## src/rtl/bilinear_pkg.sv

```systemverilog
// Shared types and helpers for the bilinear read arbiter.
//   lane_id_t  : lane index, wide enough for up to MAX_LANES lanes
//   rsp_slot_t : one response-pipeline stage {vld, id}
//   rr_pick    : round-robin winner search starting after the last grant
package bilinear_pkg;

    localparam int unsigned MAX_LANES = 8;
    localparam int unsigned LANE_ID_W = $clog2(MAX_LANES);

    // Sized for the largest supported lane count so one package serves every instance.
    typedef logic [LANE_ID_W-1:0] lane_id_t;

    typedef struct packed {
        logic     vld;
        lane_id_t id;
    } rsp_slot_t;

    // First valid lane found scanning (last+1) mod n_lanes upward; returns last if none valid.
    function automatic lane_id_t rr_pick(input logic [MAX_LANES-1:0] valid,
                                         input lane_id_t              last,
                                         input int unsigned           n_lanes);
        lane_id_t    pick;
        lane_id_t    sel;
        logic        found;
        int unsigned idx;
        pick  = last;
        found = 1'b0;
        for (int unsigned k = 1; k <= MAX_LANES; k++) begin
            if (k <= n_lanes) begin
                // last < n_lanes and k <= n_lanes, so one subtraction wraps the index.
                idx = 32'(last) + k;
                if (idx >= n_lanes) begin
                    idx = idx - n_lanes;
                end
                sel = lane_id_t'(idx);
                if (!found && valid[sel]) begin
                    pick  = sel;
                    found = 1'b1;
                end
            end
        end
        return pick;
    endfunction

endpackage

```

## src/rtl/bilinear_rsp_pipe.sv

```systemverilog
// Response pipeline: DEPTH-stage shift register of rsp_slot_t with flush.
//   clk, rst_n : clock, asynchronous active-low reset
//   flush      : clears every stage at the next edge
//   slot_in    : slot loaded into stage 0 each cycle
//   slot_out   : last stage, i.e. slot_in delayed by DEPTH cycles
module bilinear_rsp_pipe
    import bilinear_pkg::*;
#(
    parameter int unsigned DEPTH = 1
) (
    input  logic      clk,
    input  logic      rst_n,
    input  logic      flush,
    input  rsp_slot_t slot_in,
    output rsp_slot_t slot_out
);

    rsp_slot_t [DEPTH-1:0] slots_q;

    always_ff @(posedge clk or negedge rst_n) begin
        if (!rst_n) begin
            slots_q <= '0;
        end else if (flush) begin
            slots_q <= '0;
        end else begin
            slots_q[0] <= slot_in;
            for (int unsigned i = 1; i < DEPTH; i++) begin
                slots_q[i] <= slots_q[i-1];
            end
        end
    end

    assign slot_out = slots_q[DEPTH-1];

endmodule

```

## src/rtl/bilinear_rd_arbiter.sv

```systemverilog
// Round-robin read arbiter sharing a two-port wide image memory between N_LANES
// bilinear engines, with bounded grant locking and per-lane response routing.
//   clk, rst_n            : clock, asynchronous active-low reset
//   i_flush               : drop in-flight responses, block grants this cycle
//   req_valid/req_lock    : per-lane request and lock request
//   req_addr0/req_addr1   : per-lane addresses, lane i at [i*AW +: AW]
//   req_ready             : one-hot combinational grant
//   rsp_valid             : one-hot response strobe, RD_LAT cycles after accept
//   rsp_data0/rsp_data1   : memory read data broadcast to all lanes
//   mem_re/mem_raddr0/1   : memory read port drive
//   mem_rdata0/1          : memory read data
//   o_stall_count         : cycles with a valid request left ungranted
//   o_lane_grants         : per-lane accept counts (BILINEAR_ARB_STATS_EN only)
//   o_conflict_count      : cycles with >=2 valid requests (BILINEAR_ARB_STATS_EN only)
// Build option: define BILINEAR_ARB_STATS_EN to build the statistics counters;
// otherwise those outputs are tied to zero.
module bilinear_rd_arbiter
    import bilinear_pkg::*;
#(
    parameter int unsigned N_LANES  = 2,
    parameter int unsigned AW       = 10,
    parameter int unsigned RD_LAT   = 1,
    parameter int unsigned LOCK_MAX = 4
) (
    input  logic                  clk,
    input  logic                  rst_n,
    input  logic                  i_flush,
    input  logic [N_LANES-1:0]    req_valid,
    input  logic [N_LANES-1:0]    req_lock,
    input  logic [N_LANES*AW-1:0] req_addr0,
    input  logic [N_LANES*AW-1:0] req_addr1,
    output logic [N_LANES-1:0]    req_ready,
    output logic [N_LANES-1:0]    rsp_valid,
    output logic [31:0]           rsp_data0,
    output logic [31:0]           rsp_data1,
    output logic                  mem_re,
    output logic [AW-1:0]         mem_raddr0,
    output logic [AW-1:0]         mem_raddr1,
    input  logic [31:0]           mem_rdata0,
    input  logic [31:0]           mem_rdata1,
    output logic [31:0]           o_stall_count,
    output logic [N_LANES*32-1:0] o_lane_grants,
    output logic [31:0]           o_conflict_count
);

    localparam int unsigned CNT_W = $clog2(LOCK_MAX + 1);
    typedef logic [CNT_W-1:0] cnt_t;

    logic [MAX_LANES-1:0] valid_pad;
    logic [MAX_LANES-1:0] lock_pad;
    logic                 any_valid;
    logic                 accept;
    logic                 lock_win;
    lane_id_t             winner;

    lane_id_t             last_grant_q;
    cnt_t                 lock_cnt_q;
    logic                 lock_active_q;
    logic [31:0]          stall_q;

    rsp_slot_t            slot_in;
    rsp_slot_t            slot_out;

    // Arbitration
    always_comb begin
        valid_pad                = '0;
        valid_pad[N_LANES-1:0]   = req_valid;
        lock_pad                 = '0;
        lock_pad[N_LANES-1:0]    = req_lock;
        any_valid                = |req_valid;
        accept                   = any_valid && !i_flush;
        // Owner keeps the grant only while its lock run is below LOCK_MAX.
        lock_win = lock_active_q && valid_pad[last_grant_q] && (lock_cnt_q < cnt_t'(LOCK_MAX));
        winner   = lock_win ? last_grant_q : rr_pick(valid_pad, last_grant_q, N_LANES);
        for (int unsigned i = 0; i < N_LANES; i++) begin
            req_ready[i] = accept && (winner == lane_id_t'(i));
        end
    end

    // Memory drive: winner's addresses on accept, zero when idle
    always_comb begin
        mem_re     = accept;
        mem_raddr0 = '0;
        mem_raddr1 = '0;
        for (int unsigned i = 0; i < N_LANES; i++) begin
            if (accept && (winner == lane_id_t'(i))) begin
                mem_raddr0 = req_addr0[i*AW +: AW];
                mem_raddr1 = req_addr1[i*AW +: AW];
            end
        end
    end

    // Lock tracking
    always_ff @(posedge clk or negedge rst_n) begin
        if (!rst_n) begin
            last_grant_q  <= lane_id_t'(N_LANES - 1);
            lock_cnt_q    <= '0;
            lock_active_q <= 1'b0;
        end else if (accept) begin
            last_grant_q <= winner;
            if (lock_win && lock_pad[winner]) begin
                lock_cnt_q <= lock_cnt_q + cnt_t'(1);
            end else begin
                // A fresh run starts here, even when rotation lands back on the same lane.
                lock_cnt_q    <= cnt_t'(1);
                lock_active_q <= lock_pad[winner];
            end
        end else begin
            // Idle or flush cycle: lock is released, last_grant is kept.
            lock_cnt_q    <= '0;
            lock_active_q <= 1'b0;
        end
    end

    // Response pipeline
    always_comb begin
        slot_in.vld = accept;
        slot_in.id  = winner;
    end

    bilinear_rsp_pipe #(
        .DEPTH (RD_LAT)
    ) u_rsp_pipe (
        .clk      (clk),
        .rst_n    (rst_n),
        .flush    (i_flush),
        .slot_in  (slot_in),
        .slot_out (slot_out)
    );

    // A response emerging during a flush cycle is in flight too, so it is dropped.
    always_comb begin
        for (int unsigned i = 0; i < N_LANES; i++) begin
            rsp_valid[i] = slot_out.vld && !i_flush && (slot_out.id == lane_id_t'(i));
        end
    end

    assign rsp_data0 = mem_rdata0;
    assign rsp_data1 = mem_rdata1;

    // Stall counter: some valid lane was not covered by this cycle's grant
    always_ff @(posedge clk or negedge rst_n) begin
        if (!rst_n) begin
            stall_q <= '0;
        end else if (any_valid && ((req_valid & ~req_ready) != '0)) begin
            stall_q <= stall_q + 32'd1;
        end
    end

    assign o_stall_count = stall_q;

`ifdef BILINEAR_ARB_STATS_EN
    logic [N_LANES-1:0][31:0] lane_grants_q;
    logic [31:0]              conflict_q;

    always_ff @(posedge clk or negedge rst_n) begin
        if (!rst_n) begin
            lane_grants_q <= '0;
            conflict_q    <= '0;
        end else begin
            for (int unsigned i = 0; i < N_LANES; i++) begin
                if (req_valid[i] && req_ready[i]) begin
                    lane_grants_q[i] <= lane_grants_q[i] + 32'd1;
                end
            end
            if ($countones(req_valid) >= 2) begin
                conflict_q <= conflict_q + 32'd1;
            end
        end
    end

    assign o_lane_grants    = lane_grants_q;
    assign o_conflict_count = conflict_q;
`else
    assign o_lane_grants    = '0;
    assign o_conflict_count = '0;
`endif

endmodule

```

## config.mk

```make
export PLATFORM = sky130hd
export DESIGN_NAME = bilinear_rd_arbiter
export DESIGN_NICKNAME = d
export VERILOG_FILES = /design/src/rtl/bilinear_pkg.sv /design/src/rtl/bilinear_rsp_pipe.sv /design/src/rtl/bilinear_rd_arbiter.sv
export SDC_FILE = /design/constraint.sdc
export NUM_CORES = 1
export LEC_CHECK = 0
export ABC_AREA = 1
export CAP_MARGIN = 25
export CELL_PAD_IN_SITES_DETAIL_PLACEMENT = 0
export CELL_PAD_IN_SITES_GLOBAL_PLACEMENT = 1
export CORE_MARGIN = 10
export CORE_UTILIZATION = 24
export DETAILED_ROUTE_END_ITERATION = 10
export PLACE_DENSITY_LB_ADDON = 0.1
export SLEW_MARGIN = 15
export SYNTH_ARGS = -nofsm -noshare
export SYNTH_HDL_FRONTEND = slang
export SYNTH_SLANG_ARGS = --single-unit
```

## constraint.sdc

```tcl
create_clock -name clk -period 3.55 [get_ports clk]
set_input_delay 0.8875 -clock clk [delete_from_list [all_inputs] [get_ports clk]]
set_output_delay 0.8875 -clock clk [all_outputs]
set_load 0.03 [all_outputs]
```

* Word-level counts from Yosys, hierarchy flattened
Cells that the tools add are included.
** Operators by class
- Multiplexer cells :: 23
- Equal/unequal tests :: 3
- Bitwise gates (word level) :: 2
- $add $sub $neg :: 6
- Order comparisons :: 7
- Reductions and logical operators :: 17
** Operator list (number)
- $mux 10 :: 4
- $add 32x1->32 const B :: 1
- $mux 3 :: 7
- $lt 3x4->1 const B :: 4
- $bmux 1 s3 :: 4
- $logic_and 1x1->1 :: 11
- $ge 4x2->1 const B :: 2
- $mux 1 :: 7
- $eq 3x1->1 const B :: 2
- $logic_not 3->1 :: 2
- $sub 3x2->3 const B :: 2
- $add 3x1->4 const B :: 1
- $add 3x2->4 const B :: 1
- $mux 4 :: 1
- $add 3x1->3 const B :: 1
- $lt 3x3->1 const B :: 1
- $and 2x2->2 :: 1
- $logic_not 1->1 :: 2
- $ne 2x2->1 const B :: 1
- $not 2->2 :: 1
- $reduce_bool 2->1 :: 1
- $reduce_or 2->1 :: 1
** Word-level totals
- Output and inout bits :: 217
- Bits in registers :: 43
- Logic and storage cells :: 64

* Depth between registers and ports, before layout
Gate-level depths: netlist of run 1.
- Depth in word-level cells :: 16
- Mapped depth :: 16
- Gate-level depth less buffers :: 15

* By module
From an unflattened synthesis of run 1, not the netlist that was laid out.
** Second synthesis, totals
- Cell total of the unflattened synthesis :: 608
- Area total of the unflattened synthesis :: 4254.1 um^2
** By module, submodules not included
- bilinear_rd_arbiter :: times used 1, area each 4124.0 um^2, cells an instance 596
- bilinear_rsp_pipe :: times used 1, area each 130.1 um^2, cells an instance 12

* Worst setup path after synthesis of run 1
No wires, ideal clock.
- Path type :: in2out
- From :: input req_valid[0]
- To :: output mem_raddr0[0]
- Required time :: 2663 ps
- Path buffers :: 1
- Path slack :: 303 ps
- Arrival time :: 2359 ps
- Stages :: 9
- Cells stage by stage :: inv_2 > a21oi_2 > nand2_2 > nor2_4 > nand2_2 > inv_1 > buf_2 > nand2_1 > nand2_1
** RTL lines
- start: declaration :: line bilinear_rd_arbiter.sv:28 : input logic [N_LANES-1:0] req_valid,
- $reduce_or 2->1 :: line bilinear_rd_arbiter.sv:70 : any_valid = |req_valid;
- $logic_and 1x1->1 :: line bilinear_rd_arbiter.sv:71 : accept = any_valid && !i_flush;
- named net mem_re :: line bilinear_rd_arbiter.sv:36 : output logic mem_re,
- $logic_and 1x1->1
- named net req_ready[1] :: line bilinear_rd_arbiter.sv:32 : output logic [N_LANES-1:0] req_ready,
- $mux 10 :: line bilinear_rd_arbiter.sv:86 : if (accept && (winner == lane_id_t'(i))) begin
- end: declaration :: line bilinear_rd_arbiter.sv:37 : output logic [AW-1:0] mem_raddr0,
The timed path passes the listed nets, and every way through them passes these cells. The select of a mux whose other input is x is not followed.

* Final worst setup path of run 1
- From :: input i_flush
- To :: output mem_raddr0[2]
** On the way
- Word-level cells in the longest chain between the ends :: 5
** RTL lines
- start: declaration :: line bilinear_rd_arbiter.sv:27 : input logic i_flush,
- $logic_not 1->1 * :: line bilinear_rd_arbiter.sv:71
- $logic_and 1x1->1 * :: line bilinear_rd_arbiter.sv:71
- $logic_and 1x1->1 :: line bilinear_rd_arbiter.sv:86
- $mux 10 :: line bilinear_rd_arbiter.sv:86
- $mux 10 * :: line bilinear_rd_arbiter.sv:86
Every way passes the cells marked *; elsewhere a longest branch is shown, timed or not.

==> results of run 1 <==
## what timing repair did
action,in CTS,in global routing
gates resized for setup,4,12
gates cloned,1,0
buffers inserted,6,6
pin swaps,1,1
setup endpoints to repair,22,21
## metrics by stage
| step | util [%] | power (W) | setup TNS [ns] | hold slack (ns) | worst slack, ns |
|---|---|---|---|---|---|
| final | 29.42 | 0.001682 | 0 | 0.5711 | 0.1615 |
| after global placement | 27.44 | 0.001118 | -4.277 | 0.5474 | -0.2289 |
| after detailed placement | 27.44 | 0.001118 | -3.783 | 0.5528 | -0.1988 |
| after global routing | 29.42 | 0.001780 | 0 | 0.5996 | 0.004125 |
| after floorplan | - | 0.001149 | 0 | 0.5276 | 0.3035 |
| after CTS | 28.88 | 0.001681 | 0 | 0.5741 | 0.02952 |
## synth_stat cells
cell type	count
nand2_2	9
nor3_1	12
nor2_1	28
dfstp_2	1
dfrtp_1	42
ha_1	7
nand3_1	42
xor2_1	21
o21ai_1	2
nor4_1	9
conb_1	1
nor4b_1	2
buf_4	164
nand4_2	1
o21ai_0	3
a21oi_2	1
buf_6	4
nand4_1	5
buf_2	6
nand2_1	198
nand2_4	3
inv_2	8
nor2_4	1
nor2_2	2
nand3_2	5
nand3b_1	1
xnor2_1	9
inv_1	29
## critical path: cells and delay by family
family          cells  cell delay, ns
simple gates        5            0.37
buf+inv             4            1.03
compound gates      1            0.20
## worst paths after layout
path	start	to	slack, ns	cells past startpoint
setup / recovery	i_flush	mem_raddr0[2]	0.16	10
hold / removal	o_stall_count[31]	o_stall_count[31]	0.57	2
setup reg to reg	last_grant_q[0]	lock_cnt_q[1]	1.03	14
hold reg to reg	o_stall_count[31]	o_stall_count[31]	0.57	2
max in group asynchronous	rst_n	last_grant_q[0]	2.36	2
min in group asynchronous	rst_n	o_stall_count[31]	0.59	1
## final cells by class
| type | instances | share of cell area, % |
|---|---|---|
| Clock buffer | 6 | 2.701 |
| Inverter | 37 | 2.799 |
| Multi-Input combinational cell | 457 | 42.25 |
| Clock inverter | 2 | 0.6814 |
| Tap cell | 225 | 5.476 |
| Timing Repair Buffer | 136 | 25.09 |
| Sequential cell | 43 | 21.00 |
## state kept, by name (all words and copies together) (netlist names)
| signal | cells |
|---|---|
| last_grant_q | 3 |
| lock_active_q | 1 |
| lock_cnt_q | 3 |
| o_stall_count | 32 |
| u_rsp_pipe.slot_out | 4 |
## power by group
| part | internal (W) | total, W | leakage, nW | switching [W] |
|---|---|---|---|---|
| sequential | 0.000529 | 0.000588 | 0.576 | 0.0000585 |
| clock | 0.000350 | 0.000553 | 0.0868 | 0.000203 |
| combinational | 0.000180 | 0.000541 | 1.91 | 0.000361 |
## kinds of logic after synthesis
logic type / after synthesis / share of synthesized area (%)
other: 1 / 0.08685
adder cells (fa/ha/maj): 7 / 2.028
XOR/XNOR: 30 / 6.085
AND/OR/NAND/NOR: 318 / 32.60
buffers and inverters: 211 / 33.47
flip-flops: 43 / 24.95
AO/OA/AOI/OAI: 6 / 0.7823
## layer usage
| metal | GRT usage, % | up-vias | wire [um] |
|---|---|---|---|
| met3 | 3.291 | 24 | 922 |
| met5 | 0 | - | 0 |
| met1 | 12.48 | 1679 | 5625 |
| met4 | 2.069 | 0 | 109 |
| met2 | 20.23 | 139 | 6992 |
| li1 | - | 1792 | - |
==> results_tabular.tex, run 1 <==
\begin{tabular}{lr}
\hline
Metric & Value \\
\hline
\multicolumn{2}{l}{\textbf{Power and ir drop}} \\
Leakage power summed over all cells & 2.576 nW \\
Worst IR Drop VDD & roughly 0.00023 V \\
Power density of the placed cells & 327.1 mW/mm2 \\
\multicolumn{2}{l}{\textbf{Timing}} \\
Period utilization & 95.45\% \\
Number of pins exceeding their max-slew limit in the final report & 0 \\
Upper clock frequency limit & 295.1 MHz \\
Setup violation total in the final timing report & 0 \\
Hold Fails Final Rpt & 0 \\
Slew HR & 61.35\% \\
Final worst path period need & 3.388 ns \\
Worst-case clock skew & about 0.0067 ns \\
RSZ-0062 raised after global routing & false \\
Worst slew pin tran & 0.5797 ns \\
\multicolumn{2}{l}{\textbf{Floorplanning}} \\
Initial core utilization & $\sim$25\% \\
Area of the placeable core & between 0.015 and 0.02 mm2 \\
Die ar. & 0.02376 mm2 \\
IO Pins & 328 \\
Chip Height & 154.1 um \\
FP Rows & 48 \\
X dimension of the die & 154.1 um \\
\multicolumn{2}{l}{\textbf{Cells and area}} \\
Area of the multi-input gates & 0.002172 mm2 \\
Layout Cell Area excl Fill & 0.005141 mm2 \\
Highest-count cells in the layout ignoring fill and taps & 198 x nand2\_1, 96 x conb\_1, 76 x clkdlybuf4s50\_1, 51 x buf\_4, 42 x nand3\_1 \\
Commonest non-fill, non-tap cell in the layout & nand2\_1 \\
Post-layout nets & 798 \\
Area of all sequential standard cells & 0.001080 mm2 \\
Post-route non-filler standard cell count & between 900 and 1k \\
Fraction of layout instances using a drive strength above 1 & between 15 and 20\% \\
Relative area change from synthesis to final layout & 19.07\% \\
Filler cells & 1,965 \\
Count of antenna diodes in the layout & 0 \\
\multicolumn{2}{l}{\textbf{Routing}} \\
Remaining number of nets flagged by the antenna check after routing & 0 \\
Post-route DRC & 0 \\
Detailed Route Iter0 Violations & 175 \\
Vias/cell & 4.011 \\
Drt pass-1 iters & 4 \\
Mean routed wirelength per cell & 15.07 um \\
Final WL & between 10,000 and 15,000 um \\
Routed vias & approximately 3.6k \\
\multicolumn{2}{l}{\textbf{GRT}} \\
Number of antenna violations at the first check in global routing & 0 \\
Pin count of the biggest net entering global routing & 44 \\
Grt ovf & 0 \\
Via count of the first global-routing pass & between 3k and 4k \\
Overall track demand over capacity in global routing & 11.10\% \\
Wire length of the first global-routing pass & about 22,000 um \\
\multicolumn{2}{l}{\textbf{Place}} \\
PortBufs & 103 \\
Placed Area & 0.004796 mm2 \\
Detailed placement HPWL & 10,920 um \\
Global placer's final weighted congestion & 0.8221 \\
Number of cells in the design after placement & 884 \\
\multicolumn{2}{l}{\textbf{Logic synthesis}} \\
Number of distinct library cell variants in the gate-level netlist after synthesis & 28 \\
Post-synthesis area per instance & 7.010 um2 \\
Yosys synthesis warning count & 0 \\
Cell type contributing the most total cell area after synthesis & buf\_4 \\
Synthesized cell area & roughly 0.0043 mm2 \\
Synth area leaders & buf\_4 29\%, dfrtp\_1 24\%, nand2\_1 17\% \\
Proportion of synthesized chip area in sequential cells & between 20\% and 30\% \\
Gate Count Post-Synth & 616 \\
Flops \& latches, synth & between 40 and 50 \\
Fraction of synthesized cell area taken by the top area cell type & 28.51\% \\
\multicolumn{2}{l}{\textbf{Clock tree}} \\
Number of buffers added to fix hold violations after cts & 0 \\
Total number of clock tree sinks & 43 \\
Clk pin slew, worst setup/hold paths & 0.06 ns \\
CTS max path bufs & 2 \\
Num CTS Buffers & 5 \\
Level count of the clock H-tree & 2 \\
TritonCTS clock tree & yes \\
Library cell used as clock root buffer & clkbuf\_16 \\
Clock latency at the later pin of the worst-skew pair & 0.29 ns \\
\multicolumn{2}{l}{\textbf{Worst setup path}} \\
CP Class & in -> out \\
Required time at the endpoint of the critical path & approximately 2.7 ns \\
Kind of launch point of the worst setup path & input pin \\
Cell breakdown of the critical path & clkdlybuf4s50\_1, a21oi\_2, nand2\_2, nor2\_4, nand2\_2, inv\_2, bufbuf\_16, nand2\_1, nand2\_1, buf\_4 \\
Critical Path Sink Type & output pin \\
Cell with the largest stage delay on the worst path & clkdlybuf4s50\_1 \\
Maximum fanout along the worst path & 10 \\
Maximum cell stage delay along the critical path & 0.52 ns \\
Crit path DAT & around 2.5 ns \\
\multicolumn{2}{l}{\textbf{Flow run}} \\
Max\_cap viols & 0 \\
\multicolumn{2}{l}{\textbf{Min path}} \\
Worst min-delay path class & reg -> reg \\
\multicolumn{2}{l}{\textbf{Run status}} \\
Status & complete, no violations \\
\hline
\end{tabular}
Power figures use the tool's default switching activity.
==> run 2: changes to the inputs <==
- CORE_ASPECT_RATIO: default -> 1.25
- PLACE_DENSITY: default -> 0.91
- PLACE_DENSITY_LB_ADDON: 0.1 -> default
- SKIP_LAST_GASP: default -> 1
==> run 2 against run 1 <==
Sequential share of layout area grew 0.32 points. Flip-flop and latch count is the same. Core utilization shrank 0.66 points. Critical path depth is the same. Power shrank 2.1%. Clock power shrank 4.9%. Hold slack lost 0.024 ns. Largest power group unchanged.
==> results_tabular.tex, run 2 (same netlist as run 1, synthesis figures left out) <==
\begin{tabular}{lr}
\hline
Metric & Value \\
\hline
\multicolumn{2}{l}{\textbf{Cells and area}} \\
Area of all sequential standard cells & 0.001077 mm2 \\
Post-layout nets & between 700 and 800 \\
Relative area change from synthesis to final layout & 17.01\% \\
Highest-count cells in the layout ignoring fill and taps & 197 x nand2\_1, 96 x conb\_1, 76 x clkdlybuf4s50\_1, 42 x nand3\_1, 42 x dfrtp\_1 \\
Fraction of layout instances using a drive strength above 1 & 13.10\% \\
Area of the multi-input gates & $\sim$0.0022 mm2 \\
Number of flip-flops in the largest register & 32 \\
Post-route non-filler standard cell count & about 900 \\
Commonest non-fill, non-tap cell in the layout & nand2\_1 \\
Count of antenna diodes in the layout & 0 \\
Filler cells & 1,951 \\
\multicolumn{2}{l}{\textbf{Place}} \\
Detailed placement HPWL & between 10,000 and 15,000 um \\
Number of cells in the design after placement & 881 \\
PortBufs & between 100 and 150 \\
Placement-stage worst setup slack & -0.06784 ns \\
Global placer's final weighted congestion & 0.8751 \\
\multicolumn{2}{l}{\textbf{Power and ir drop}} \\
Leakage power summed over all cells & between 2 and 3 nW \\
Worst IR Drop VDD & 0.0002661 V \\
Power density of the placed cells & 326.0 mW/mm2 \\
\multicolumn{2}{l}{\textbf{Clock tree}} \\
Library cell used as clock root buffer & clkbuf\_16 \\
Num CTS Buffers & 5 \\
Level count of the clock H-tree & 2 \\
TritonCTS clock tree & yes \\
Clk pin slew, worst setup/hold paths & 0.07 ns \\
Number of buffers added to fix hold violations after cts & 0 \\
CTS max path bufs & 2 \\
Clock latency at the later pin of the worst-skew pair & 0.29 ns \\
Total number of clock tree sinks & 43 \\
\multicolumn{2}{l}{\textbf{Worst setup path}} \\
Dominant delay contributor by cell family on the critical path & buffers and inverters \\
Required time at the endpoint of the critical path & approximately 2.7 ns \\
Crit path DAT & 2.49 ns \\
Maximum cell stage delay along the critical path & 0.51 ns \\
CP Class & in -> out \\
Cell breakdown of the critical path & clkdlybuf4s50\_1, a21oi\_2, nand2\_2, nor2\_4, nand2\_2, inv\_2, bufbuf\_16, nand2\_1, nand2\_1, buf\_4 \\
Kind of launch point of the worst setup path & input pin \\
Cell with the largest stage delay on the worst path & clkdlybuf4s50\_1 \\
Number of buffers and inverters on the critical path & 4 \\
Maximum fanout along the worst path & 10 \\
Critical Path Sink Type & output pin \\
\multicolumn{2}{l}{\textbf{Timing}} \\
Fin Hold WS & between 0.5 and 0.6 ns \\
Setup total negative slack & 0 ns \\
Setup violation total in the final timing report & 0 \\
Worst-case clock skew & slightly above 0.009 ns \\
Hold Fails Final Rpt & 0 \\
Number of pins exceeding their max-slew limit in the final report & 0 \\
Upper clock frequency limit & 296.2 MHz \\
Period utilization & a little over nine tenths \\
Final worst path period need & 3.376 ns \\
Min setup slack post-route & 0.1739 ns \\
\multicolumn{2}{l}{\textbf{Floorplanning}} \\
Area of the placeable core & 0.01757 mm2 \\
Initial core utilization & 24.58\% \\
IO Pins & 328 \\
X dimension of the die & 140.0 um \\
Chip Height & 170.0 um \\
Die ar. & 0.02379 mm2 \\
FP Rows & 54 \\
\multicolumn{2}{l}{\textbf{Routing}} \\
Remaining number of nets flagged by the antenna check after routing & 0 \\
Drt pass-1 iters & 4 \\
Detailed Route Iter0 Violations & 128 \\
Post-route DRC & 0 \\
Final WL & between 15,000 and 20,000 um \\
Mean routed wirelength per cell & between 15 and 20 um \\
Routed vias & 3,636 \\
Vias/cell & 4.058 \\
\multicolumn{2}{l}{\textbf{GRT}} \\
Wire length of the first global-routing pass & approximately 23,000 um \\
Via count of the first global-routing pass & 3,651 \\
Number of antenna violations at the first check in global routing & 0 \\
Pin count of the biggest net entering global routing & 44 \\
Overall track demand over capacity in global routing & 12.74\% \\
Grt ovf & 0 \\
\multicolumn{2}{l}{\textbf{Min path}} \\
Worst min-delay path class & in -> async \\
\multicolumn{2}{l}{\textbf{Flow run}} \\
Max\_cap viols & 0 \\
\multicolumn{2}{l}{\textbf{Run status}} \\
Status & complete, no violations \\
\hline
\end{tabular}
run 2: report_power, final:
group | total [W] | switching [W] | internal (W)
combinational | 0.000538 | 0.000354 | 0.000185
sequential | 0.000583 | 0.0000538 | 0.000529
clock | 0.000526 | 0.000193 | 0.000333
run 2: worst register-to-register path: cells and delay by family (launching register included):
kind	cells	cell delay [ns]
buffers and inverters	3	0.32
flip-flops	1	0.47
adder cells (fa/ha/maj)	1	0.21
AND/OR/NAND/NOR	12	1.33
run 2: what timing repair did:
item,in CTS,in global routing
setup endpoints to repair,20,9
gates resized for setup,8,1
gates cloned,1,0
buffers inserted,0,5
pin swaps,2,0
run 2: area by class of cell:
type,instances,area share [%]
clock buffer,7,2.625
clock inverter,1,0.5944
inverter,37,2.749
multi-input combinational,457,42.74
sequential,43,21.32
tap,224,5.547
timing repair buffer,127,24.42
run 2: through the flow:
| step | util [%] | power (W) | area, um2 |
|---|---|---|---|
| 6_report | 28.76 | 0.001647 | 5052 |
| 4_1_cts | 28.40 | 0.001632 | 4990 |
| 3_5_place_dp | 27.21 | 0.001100 | 4780 |
| 3_3_place_gp | 27.21 | 0.001098 | 4780 |
| 5_1_grt | 28.76 | 0.001739 | 5052 |
| 2_1_floorplan | - | 0.001149 | 4674 |
run 2: routing by layer:
metal  wire [um]  global-route usage [%]  vias to the layer above  share of wire (%)
li1            -                       -                     1771                  -
met5           0                  0.6289                        -                  0
met2        7148                   19.84                      229                 44
met1        5111                   11.31                     1596                 32
met4         593                   5.665                        0                3.7
met3        3301                   11.47                       40                 20
run 2: path summary, 6_finish.rpt:
check | from | slack [ns] | cells after the start | endpoint
min in group clk | o_stall_count[31] | 0.56 | 2 | o_stall_count[31]
worst max-delay path | i_flush | 0.17 | 10 | mem_raddr0[3]
worst min-delay path | rst_n | 0.55 | 1 | o_stall_count[6]
max in group asynchronous | rst_n | 2.41 | 2 | last_grant_q[0]
worst max register to register | last_grant_q[1] | 1.10 | 16 | o_stall_count[22]
worst min register to register | o_stall_count[31] | 0.56 | 2 | o_stall_count[31]
